<file path="config.mk">
export PLATFORM = sky130hd
export DESIGN_NAME = eth_phy_10g_rx_block_lock_ctrl_flat
export DESIGN_NICKNAME = d
export VERILOG_FILES = /design/src/rtl/eth_phy_10g_rx_block_lock_ctrl_if.sv /design/src/rtl/eth_phy_10g_rx_block_lock_ctrl.sv /design/src/flat_wrapper.sv
export SDC_FILE = /design/constraint.sdc
export NUM_CORES = 1
export LEC_CHECK = 0
export BUFFER_PORTS_ARGS = -buffer_cell sky130_fd_sc_hd__buf_2
export CAP_MARGIN = 10
export CORE_ASPECT_RATIO = 2
export CORE_UTILIZATION = 57
export DETAILED_ROUTE_END_ITERATION = 10
export GPL_TIMING_DRIVEN = 0
export HOLD_SLACK_MARGIN = 0.15
export PLACE_DENSITY = 0.87
export RECOVER_POWER = 25
export SYNTH_ARGS = -nofsm -noshare
export SYNTH_HDL_FRONTEND = slang
export SYNTH_SLANG_ARGS = --single-unit
</file>
<file path="constraint.sdc">
create_clock -name clk -period 2.25 [get_ports clk]
set_input_delay 0.225 -clock clk [delete_from_list [all_inputs] [get_ports clk]]
set_output_delay 0.225 -clock clk [all_outputs]
set_load 0.02 [all_outputs]
</file>
<file path="src/rtl/eth_phy_10g_rx_block_lock_ctrl_if.sv">
// Aligner <-> block-lock controller link.
//   i_rx_hdr       : sync header from the frame aligner
//   i_rx_hdr_valid : i_rx_hdr carries a new header this cycle
//   o_bitslip      : one-cycle slip request back to the aligner
// master = aligner side, slave = block-lock controller side.
interface eth_phy_10g_rx_block_lock_ctrl_if #(
  parameter int unsigned HDR_WIDTH = 2
);
  logic [HDR_WIDTH-1:0] i_rx_hdr;
  logic                 i_rx_hdr_valid;
  logic                 o_bitslip;

  modport master (
    output i_rx_hdr,
    output i_rx_hdr_valid,
    input  o_bitslip
  );

  modport slave (
    input  i_rx_hdr,
    input  i_rx_hdr_valid,
    output o_bitslip
  );
endinterface

</file>
<file path="src/rtl/eth_phy_10g_rx_block_lock_ctrl.sv">
// 10GBASE-R receive block-lock controller (simplified Clause 49 lock FSM).
// Slips the frame aligner until a full window of valid sync headers is seen,
// then holds block lock until a window collects too many invalid headers.
// Ports:
//   clk, rst          : clock, asynchronous active-low reset
//   i_enable          : 0 parks the FSM in RESET_CNT with lock deasserted
//   aln (slave)       : header/valid from aligner, bitslip request to it
//   o_rx_block_lock   : block lock status (registered)
//   o_slip_pos        : slips performed modulo FRAME_WIDTH
//   o_lock_loss_cnt   : saturating count of lock -> unlock transitions
module eth_phy_10g_rx_block_lock_ctrl #(
  parameter int unsigned HDR_WIDTH      = 2,
  parameter int unsigned FRAME_WIDTH    = 66,
  parameter int unsigned SH_POS_WIDTH   = $clog2(FRAME_WIDTH),
  parameter int unsigned SH_CNT_MAX     = 64,
  parameter int unsigned SH_INVALID_MAX = 16,
  parameter int unsigned SLIP_WAIT      = 8
) (
  input  logic                            clk,
  input  logic                            rst,
  input  logic                            i_enable,
  eth_phy_10g_rx_block_lock_ctrl_if.slave aln,
  output logic                            o_rx_block_lock,
  output logic [SH_POS_WIDTH-1:0]         o_slip_pos,
  output logic [15:0]                     o_lock_loss_cnt
);

  localparam int unsigned SH_CNT_W  = $clog2(SH_CNT_MAX + 1);
  localparam int unsigned SH_INV_W  = $clog2(SH_INVALID_MAX + 1);
  localparam int unsigned WAIT_W    = $clog2(SLIP_WAIT + 1);
  localparam int unsigned LOSS_W    = 16;

  typedef enum logic [1:0] {
    ST_RESET_CNT,
    ST_TEST_SH,
    ST_SLIP,
    ST_SLIP_WAIT
  } state_t;

  state_t                state_q, state_d;
  logic [SH_CNT_W-1:0]   sh_cnt_q, sh_cnt_d;
  logic [SH_INV_W-1:0]   sh_inv_cnt_q, sh_inv_cnt_d;
  logic [WAIT_W-1:0]     wait_cnt_q, wait_cnt_d;
  logic                  bitslip_q, bitslip_d;
  logic                  block_lock_q, block_lock_d;
  logic [SH_POS_WIDTH-1:0] slip_pos_q, slip_pos_d;
  logic [LOSS_W-1:0]     lock_loss_cnt_q, lock_loss_cnt_d;

  logic [HDR_WIDTH-1:0]  hdr;
  logic                  hdr_ok;
  logic                  win_done;
  logic                  inv_hit;

  assign hdr      = aln.i_rx_hdr;
  // Only 01 and 10 are legal sync headers.
  assign hdr_ok   = (hdr == HDR_WIDTH'(1)) || (hdr == HDR_WIDTH'(2));
  // This strobed header closes the window / reaches the invalid threshold.
  assign win_done = (sh_cnt_q == SH_CNT_W'(SH_CNT_MAX - 1));
  assign inv_hit  = !hdr_ok && (sh_inv_cnt_q == SH_INV_W'(SH_INVALID_MAX - 1));

  // State and output registers.
  always_ff @(posedge clk or negedge rst) begin
    if (!rst) begin
      state_q         <= ST_RESET_CNT;
      sh_cnt_q        <= '0;
      sh_inv_cnt_q    <= '0;
      wait_cnt_q      <= '0;
      bitslip_q       <= 1'b0;
      block_lock_q    <= 1'b0;
      slip_pos_q      <= '0;
      lock_loss_cnt_q <= '0;
    end else begin
      state_q         <= state_d;
      sh_cnt_q        <= sh_cnt_d;
      sh_inv_cnt_q    <= sh_inv_cnt_d;
      wait_cnt_q      <= wait_cnt_d;
      bitslip_q       <= bitslip_d;
      block_lock_q    <= block_lock_d;
      slip_pos_q      <= slip_pos_d;
      lock_loss_cnt_q <= lock_loss_cnt_d;
    end
  end

  // Next-state and next-output logic.
  always_comb begin
    state_d         = state_q;
    sh_cnt_d        = sh_cnt_q;
    sh_inv_cnt_d    = sh_inv_cnt_q;
    wait_cnt_d      = wait_cnt_q;
    bitslip_d       = 1'b0;
    block_lock_d    = block_lock_q;
    slip_pos_d      = slip_pos_q;
    lock_loss_cnt_d = lock_loss_cnt_q;

    if (!i_enable) begin
      // Disable overrides every state; not counted as a lock loss.
      state_d      = ST_RESET_CNT;
      block_lock_d = 1'b0;
      sh_cnt_d     = '0;
      sh_inv_cnt_d = '0;
    end else begin
      unique case (state_q)
        ST_RESET_CNT: begin
          sh_cnt_d     = '0;
          sh_inv_cnt_d = '0;
          state_d      = ST_TEST_SH;
        end

        ST_TEST_SH: begin
          if (aln.i_rx_hdr_valid) begin
            sh_cnt_d = sh_cnt_q + 1'b1;
            if (!hdr_ok) begin
              sh_inv_cnt_d = sh_inv_cnt_q + 1'b1;
            end
            if (block_lock_q) begin
              // Loss of lock wins over a simultaneous end of window.
              if (inv_hit) begin
                block_lock_d = 1'b0;
                if (lock_loss_cnt_q != '1) begin
                  lock_loss_cnt_d = lock_loss_cnt_q + 1'b1;
                end
                state_d = ST_SLIP;
              end else if (win_done) begin
                state_d = ST_RESET_CNT;
              end
            end else begin
              if (!hdr_ok) begin
                state_d = ST_SLIP;
              end else if (win_done) begin
                block_lock_d = 1'b1;
                state_d      = ST_RESET_CNT;
              end
            end
          end
        end

        ST_SLIP: begin
          bitslip_d  = 1'b1;
          slip_pos_d = (slip_pos_q == SH_POS_WIDTH'(FRAME_WIDTH - 1)) ?
                       '0 : slip_pos_q + 1'b1;
          wait_cnt_d = WAIT_W'(SLIP_WAIT);
          state_d    = ST_SLIP_WAIT;
        end

        ST_SLIP_WAIT: begin
          // Leave on the cycle the counter reaches zero: SLIP_WAIT cycles here.
          wait_cnt_d = (wait_cnt_q == '0) ? '0 : wait_cnt_q - 1'b1;
          if (wait_cnt_q <= WAIT_W'(1)) begin
            state_d = ST_RESET_CNT;
          end
        end

        default: state_d = ST_RESET_CNT;
      endcase
    end
  end

  assign aln.o_bitslip   = bitslip_q;
  assign o_rx_block_lock = block_lock_q;
  assign o_slip_pos      = slip_pos_q;
  assign o_lock_loss_cnt = lock_loss_cnt_q;

endmodule

</file>
<file path="src/flat_wrapper.sv">
// flat-port wrapper written by rule: the top's interface ports become plain ports
module eth_phy_10g_rx_block_lock_ctrl_flat 
#(
  parameter int unsigned HDR_WIDTH      = 2,
  parameter int unsigned FRAME_WIDTH    = 66,
  parameter int unsigned SH_POS_WIDTH   = $clog2(FRAME_WIDTH),
  parameter int unsigned SH_CNT_MAX     = 64,
  parameter int unsigned SH_INVALID_MAX = 16,
  parameter int unsigned SLIP_WAIT      = 8
)
  (clk, rst, i_enable, o_rx_block_lock, o_slip_pos, o_lock_loss_cnt, aln_i_rx_hdr, aln_i_rx_hdr_valid, aln_o_bitslip);
  eth_phy_10g_rx_block_lock_ctrl_if #(.HDR_WIDTH(HDR_WIDTH)) aln_i ();
  input  logic clk;
  input  logic rst;
  input  logic i_enable;
  output logic o_rx_block_lock;
  output logic [SH_POS_WIDTH-1:0] o_slip_pos;
  output logic [15:0] o_lock_loss_cnt;
  input wire logic [$bits(aln_i.i_rx_hdr)-1:0] aln_i_rx_hdr;
  input wire logic [$bits(aln_i.i_rx_hdr_valid)-1:0] aln_i_rx_hdr_valid;
  output wire logic [$bits(aln_i.o_bitslip)-1:0] aln_o_bitslip;
  assign aln_i.i_rx_hdr = aln_i_rx_hdr;
  assign aln_i.i_rx_hdr_valid = aln_i_rx_hdr_valid;
  assign aln_o_bitslip = aln_i.o_bitslip;
  eth_phy_10g_rx_block_lock_ctrl #(.HDR_WIDTH(HDR_WIDTH), .FRAME_WIDTH(FRAME_WIDTH), .SH_POS_WIDTH(SH_POS_WIDTH), .SH_CNT_MAX(SH_CNT_MAX), .SH_INVALID_MAX(SH_INVALID_MAX), .SLIP_WAIT(SLIP_WAIT)) u_core (.clk(clk), .rst(rst), .i_enable(i_enable), .aln(aln_i), .o_rx_block_lock(o_rx_block_lock), .o_slip_pos(o_slip_pos), .o_lock_loss_cnt(o_lock_loss_cnt));
endmodule
</file>
Yosys cells after proc, flatten, opt, wreduce, memory -nomap -nowiden
Index checks and enable logic that the tools add are counted.

Add/subtract/negate cells: 5. Order comparisons: 1. Equality and inequality tests: 15. Multiplexer cells: 27. Reduce and logical (&&, ||, !) cells: 13.

Operators with widths (count): $mux W7 (3); $add A16 B1 Y16 const B (1); $ne A16 B16 Y1 const B (1); $mux W5 (3); $add A7 B1 Y7 const B (2); $mux W2 (7); $pmux W7 S2 (1); $pmux W5 S2 (1); $reduce_and A2 Y1 (5); $mux W1 (9); $pmux W2 S4 (1); $pmux W4 S2 (1); $eq A7 B6 Y1 const B (1); $eq A7 B7 Y1 const B (1); $eq A2 B2 Y1 const B (3); $ne A3 B3 Y1 const B (2); $reduce_and A6 Y1 (1); $add A5 B1 Y5 const B (1); $eq A5 B4 Y1 const B (1); $eq A2 B1 Y1 const B (2); $le A4 B1 Y1 const B (1); $logic_not A4 Y1 (1); $mux W4 (1); $ne A2 B1 Y1 const B (2); other kinds (9) (9).

Flip-flop bits (word level): 43. Output and inout bits: 25. Word-level logic and storage cells: 69.

Depth between registers and ports, before layout
Depth after elaboration: 9. Gate-level depth with buffers: 8.

Least setup slack after synthesis
No wires, ideal clock.

Path type: flip-flop to flip-flop. Start point: register u_core.sh_inv_cnt_q[0]. End point: register u_core.lock_loss_cnt_q[5], in the netlist u_core.o_lock_loss_cnt[5]. Setup time: 80 ps. Arrival time: 1857 ps. Data required time: 2170 ps. Setup slack: 312 ps. Cell stages (with the launch flop): 9. Buffers on the path: 1. Clock period less this slack: 1938 ps. Path through: dfrtp_1 > ha_1 > and3_1 > ha_1 > nand3_2 > or4_4 > buf_6 > nor3b_2 > xor2_1.

Word-level cells in the longest chain between the ends: 3.

RTL lines: start, declared (RTL line eth_phy_10g_rx_block_lock_ctrl.sv:42) `logic [SH_INV_W-1:0] sh_inv_cnt_q, sh_inv_cnt_d;`; start signal, assigned (RTL line eth_phy_10g_rx_block_lock_ctrl.sv:75) `sh_inv_cnt_q <= sh_inv_cnt_d;`; $eq A5 B4 Y1 (RTL line eth_phy_10g_rx_block_lock_ctrl.sv:59) `assign inv_hit = !hdr_ok && (sh_inv_cnt_q == SH_INV_W'(SH_INVALID_MAX - 1));`; $logic_and A1 B1 Y1 (RTL line eth_phy_10g_rx_block_lock_ctrl.sv:59); $reduce_and A6 Y1 (no source line); end signal, assigned (RTL line eth_phy_10g_rx_block_lock_ctrl.sv:80) `lock_loss_cnt_q <= lock_loss_cnt_d;`; end, declared (RTL line eth_phy_10g_rx_block_lock_ctrl.sv:47) `logic [LOSS_W-1:0] lock_loss_cnt_q, lock_loss_cnt_d;`.

Every way passes these cells. A chain may end at the register's enable or synchronous reset.

Worst setup path after layout
Start point: register u_core.sh_inv_cnt_q[0]. End point: register u_core.lock_loss_cnt_q[15], in the netlist u_core.o_lock_loss_cnt[15].

The elaborated chain is that of the path after synthesis.

==> results_dict.tcl <==
set metrics [dict create \
    die_h_um 91.6 \
    num_rows 32 \
    post-route-period-util 0.965 \
    syn-num-nets 234 \
    rrSetupSlack_ns 0.08 \
    syn2layout_area_growth_pct 13.7 \
    io_pins 31 \
    synth_cell_type_count 54 \
    drt_iter0_drc 32 \
    grt_overflow_total 0 \
    antenna_found_initial 0 \
    synth_edf_count 0 \
    crit_required_ns 2.47 \
    leakagePower_nw 1.14 \
    vdd_ir_drop_max_v 0.000666 \
    fmax_mhz 461 \
    drv_slew 0 \
    critPathCaptureType "flop" \
    yosys_warnings 0 \
    htree_levels 2 \
    hp-start "i_enable" \
    r2r-end "u_core.o_lock_loss_cnt[15]" \
    nFillCells 346 \
    drtPass1Iterations 4 \
    cts_root_buffer "clkbuf_8" \
    yosys-top-cells-area "dfrtp_1, o21ai_0, xor2_1, ha_1, xnor2_1" \
    rsz0062_at_grt "yes" \
    grt_pass1_wl_um 7780 \
    grt_usage 0.248 \
    outcome "complete, no violations" \
    gp_congestion 0.805 \
    max_slew_margin 0.375 \
    hold_class "input port to flop" \
    antenna_left 0 \
    clock-sinks 43 \
    crit_type "flop to flop" \
    regArea_um2 1080 \
    hpwl_um 3370 \
    cts.clk_slew.worst_paths_ns 0.08 \
    core_um2 3840 \
    io_buffer_count 30 \
    initial_core_util 0.596 \
    grt_pass1_vias 1855 \
    cap_violations 0 \
    clockBufferDepth 2 \
    dieWidth_um 46.8 \
    ys_seq_elements 43 \
    hold_viol_final 0 \
    diodes 0 \
    final_nets 273 \
    grt_max_degree 44 \
    multi_input_area_um2 1150 \
    dieArea_um2 4290 \
    finalCriticalPeriod_ns 2.17 \
    totalPowerFinal_w 0.00176 \
    async_flop_share 1.00 \
    critPathMaxFanout 6 \
    power.density_nw_per_um2 678 \
    yosysSeqAreaShare 0.470 \
    syn_area_um2 2290 \
    avgSynthCellArea_um2 10.3 \
    worstHoldEndpoint "u_core.state_q[1]" \
    cts_buffers 5 \
    reg2regPathDepth 8 \
    drive_above_1_share 0.138 \
    drc_errors 0 \
    num_vias 1829 \
    drt_wl_total_um 4720 \
    finalWorstSetupSlack_ns 0.0792 \
    synth_ff_type "dfrtp_1" \
    final_core_util 0.677 \
    syn_inst 222 \
    wl_per_cell_um 15.1 \
    timing.rr.start "u_core.sh_inv_cnt_q[0]" \
    dp_slack_ns 0.137 \
    insertion_delay_ns 0.30 \
    worst_pin_slew_ns 0.938 \
    vias_per_cell 5.86 \
    fin_worst_skew_ns 0.00795 \
    whs_path_depth 3 \
    synth_top_cell_area_share 0.470 \
    crit_arrival_ns 2.40 \
    setup_viol 0 \
    critPathLaunchType "flop" \
    synth_top_area_cell "dfrtp_1" \
    cts_tree "built" \
]
## worst max path at each step
stage	start	slack [ns]	cells after the start	end
after floorplan	u_core.sh_inv_cnt_q[0]	0.31	8	u_core.o_lock_loss_cnt[5]
after global placement	u_core.sh_inv_cnt_q[0]	0.16	8	u_core.o_lock_loss_cnt[13]
after detailed placement	u_core.sh_inv_cnt_q[0]	0.14	8	u_core.o_lock_loss_cnt[13]
after CTS	u_core.sh_inv_cnt_q[0]	0.11	8	u_core.o_lock_loss_cnt[13]
after global routing	u_core.sh_inv_cnt_q[0]	-0.009	8	u_core.o_lock_loss_cnt[15]
final	u_core.sh_inv_cnt_q[0]	0.08	8	u_core.o_lock_loss_cnt[15]
## final cells by class
class,instances,share of cell area
Multi-Input combinational cell,162,0.440
Sequential cell,43,0.413
Timing Repair Buffer,32,0.0534
Clock buffer,6,0.0279
Tap cell,51,0.0245
Buffer,7,0.0144
Inverter,10,0.0144
Clock inverter,1,0.0115
## cell usage after synthesis, drive strengths merged (2+ instances only)
cell type and instances:
and3 5, dfrtp 43, nor3b 3, nand2 12
a21o 3, nor3 6, nand3b 2, nor4 8
or4 5, nand3 13, o21ai 19, o31ai 4
nand4 8, nor2 8, mux2 3, or3 2
xnor2 8, a31oi 4, a21oi 9, or2 3
a22o 2, clkbuf 4, inv 9, xor2 9
nor2b 5, buf 3, ha 6
## kinds of logic (layout without fill, tap and decap cells)
| group | Yosys count | after routing | share of synthesized area |
|---|---|---|---|
| AO/OA/AOI/OAI | 52 | 52 | 0.142 |
| XOR/XNOR | 17 | 17 | 0.0650 |
| adder cells (fa/ha/maj) | 6 | 6 | 0.0328 |
| buffers and inverters | 17 | 56 | 0.0361 |
| flip-flops | 43 | 43 | 0.470 |
| multiplexers | 4 | 4 | 0.0191 |
| AND/OR/NAND/NOR | 83 | 83 | 0.235 |
## state kept, by name, summed over array words and instances (netlist names)
signal / flops
u_core.aln.o_bitslip: 1
u_core.wait_cnt_q: 4
u_core.o_lock_loss_cnt: 16
u_core.sh_inv_cnt_q: 5
u_core.o_slip_pos: 7
u_core.state_q: 2
u_core.sh_cnt_q: 7
u_core.o_rx_block_lock: 1
## critical path, stage by stage, from the launching register on
cell and delay (ns):
dfrtp_1 0.37, ha_1 0.18, and3_1 0.16, ha_1 0.20
nand3_2 0.13, or4_4 0.50, buf_6 0.16, nor4_2 0.22
xor2_1 0.18
## layout by cell type, fill, tap and decap left out, types with 6 or more instances in the layout
master	instances
a21oi_1	9
buf_2	7
clkbuf_1	29
dfrtp_1	43
ha_1	6
inv_1	9
nand2_1	12
nand3_1	12
nand4_1	7
nor2_1	7
o21ai_0	18
xnor2_1	8
xor2_1	9
## what timing repair did
action,4_1_cts,5_1_grt
setup buffers,0,1
gates resized for setup,0,2
hold buffers,1,0
endpoints found under the hold margin,43,0
endpoints found under the setup margin,0,5
## report_power, final
part,total [W],internal [W],switching (W)
Sequential,0.000910,0.000838,0.0000723
Combinational,0.000277,0.000108,0.000169
Clock,0.000577,0.000325,0.000252
Total,0.00176,0.00127,0.000493
## metal layers
layer  global-route usage  vias up  share of wire
met2                0.443       33           0.58
met1                0.241      890           0.37
met5                    0        -              0
met4                0.138        0          0.022
li1                     -      896              -
met3               0.0492       10          0.025
## per-stage QoR
stage | TNS, ns | cell area (um^2) | hold slack, ns | cells
floorplan | 0 | 2290 | -0.0706 | 222
global placement | 0 | 2500 | 0.420 | 303
detailed placement | 0 | 2500 | 0.418 | 303
CTS | 0 | 2620 | 0.353 | 311
global route | -0.00898 | 2600 | 0.384 | 312
finish | 0 | 2600 | 0.346 | 312
Power figures use the tool's default switching activity.
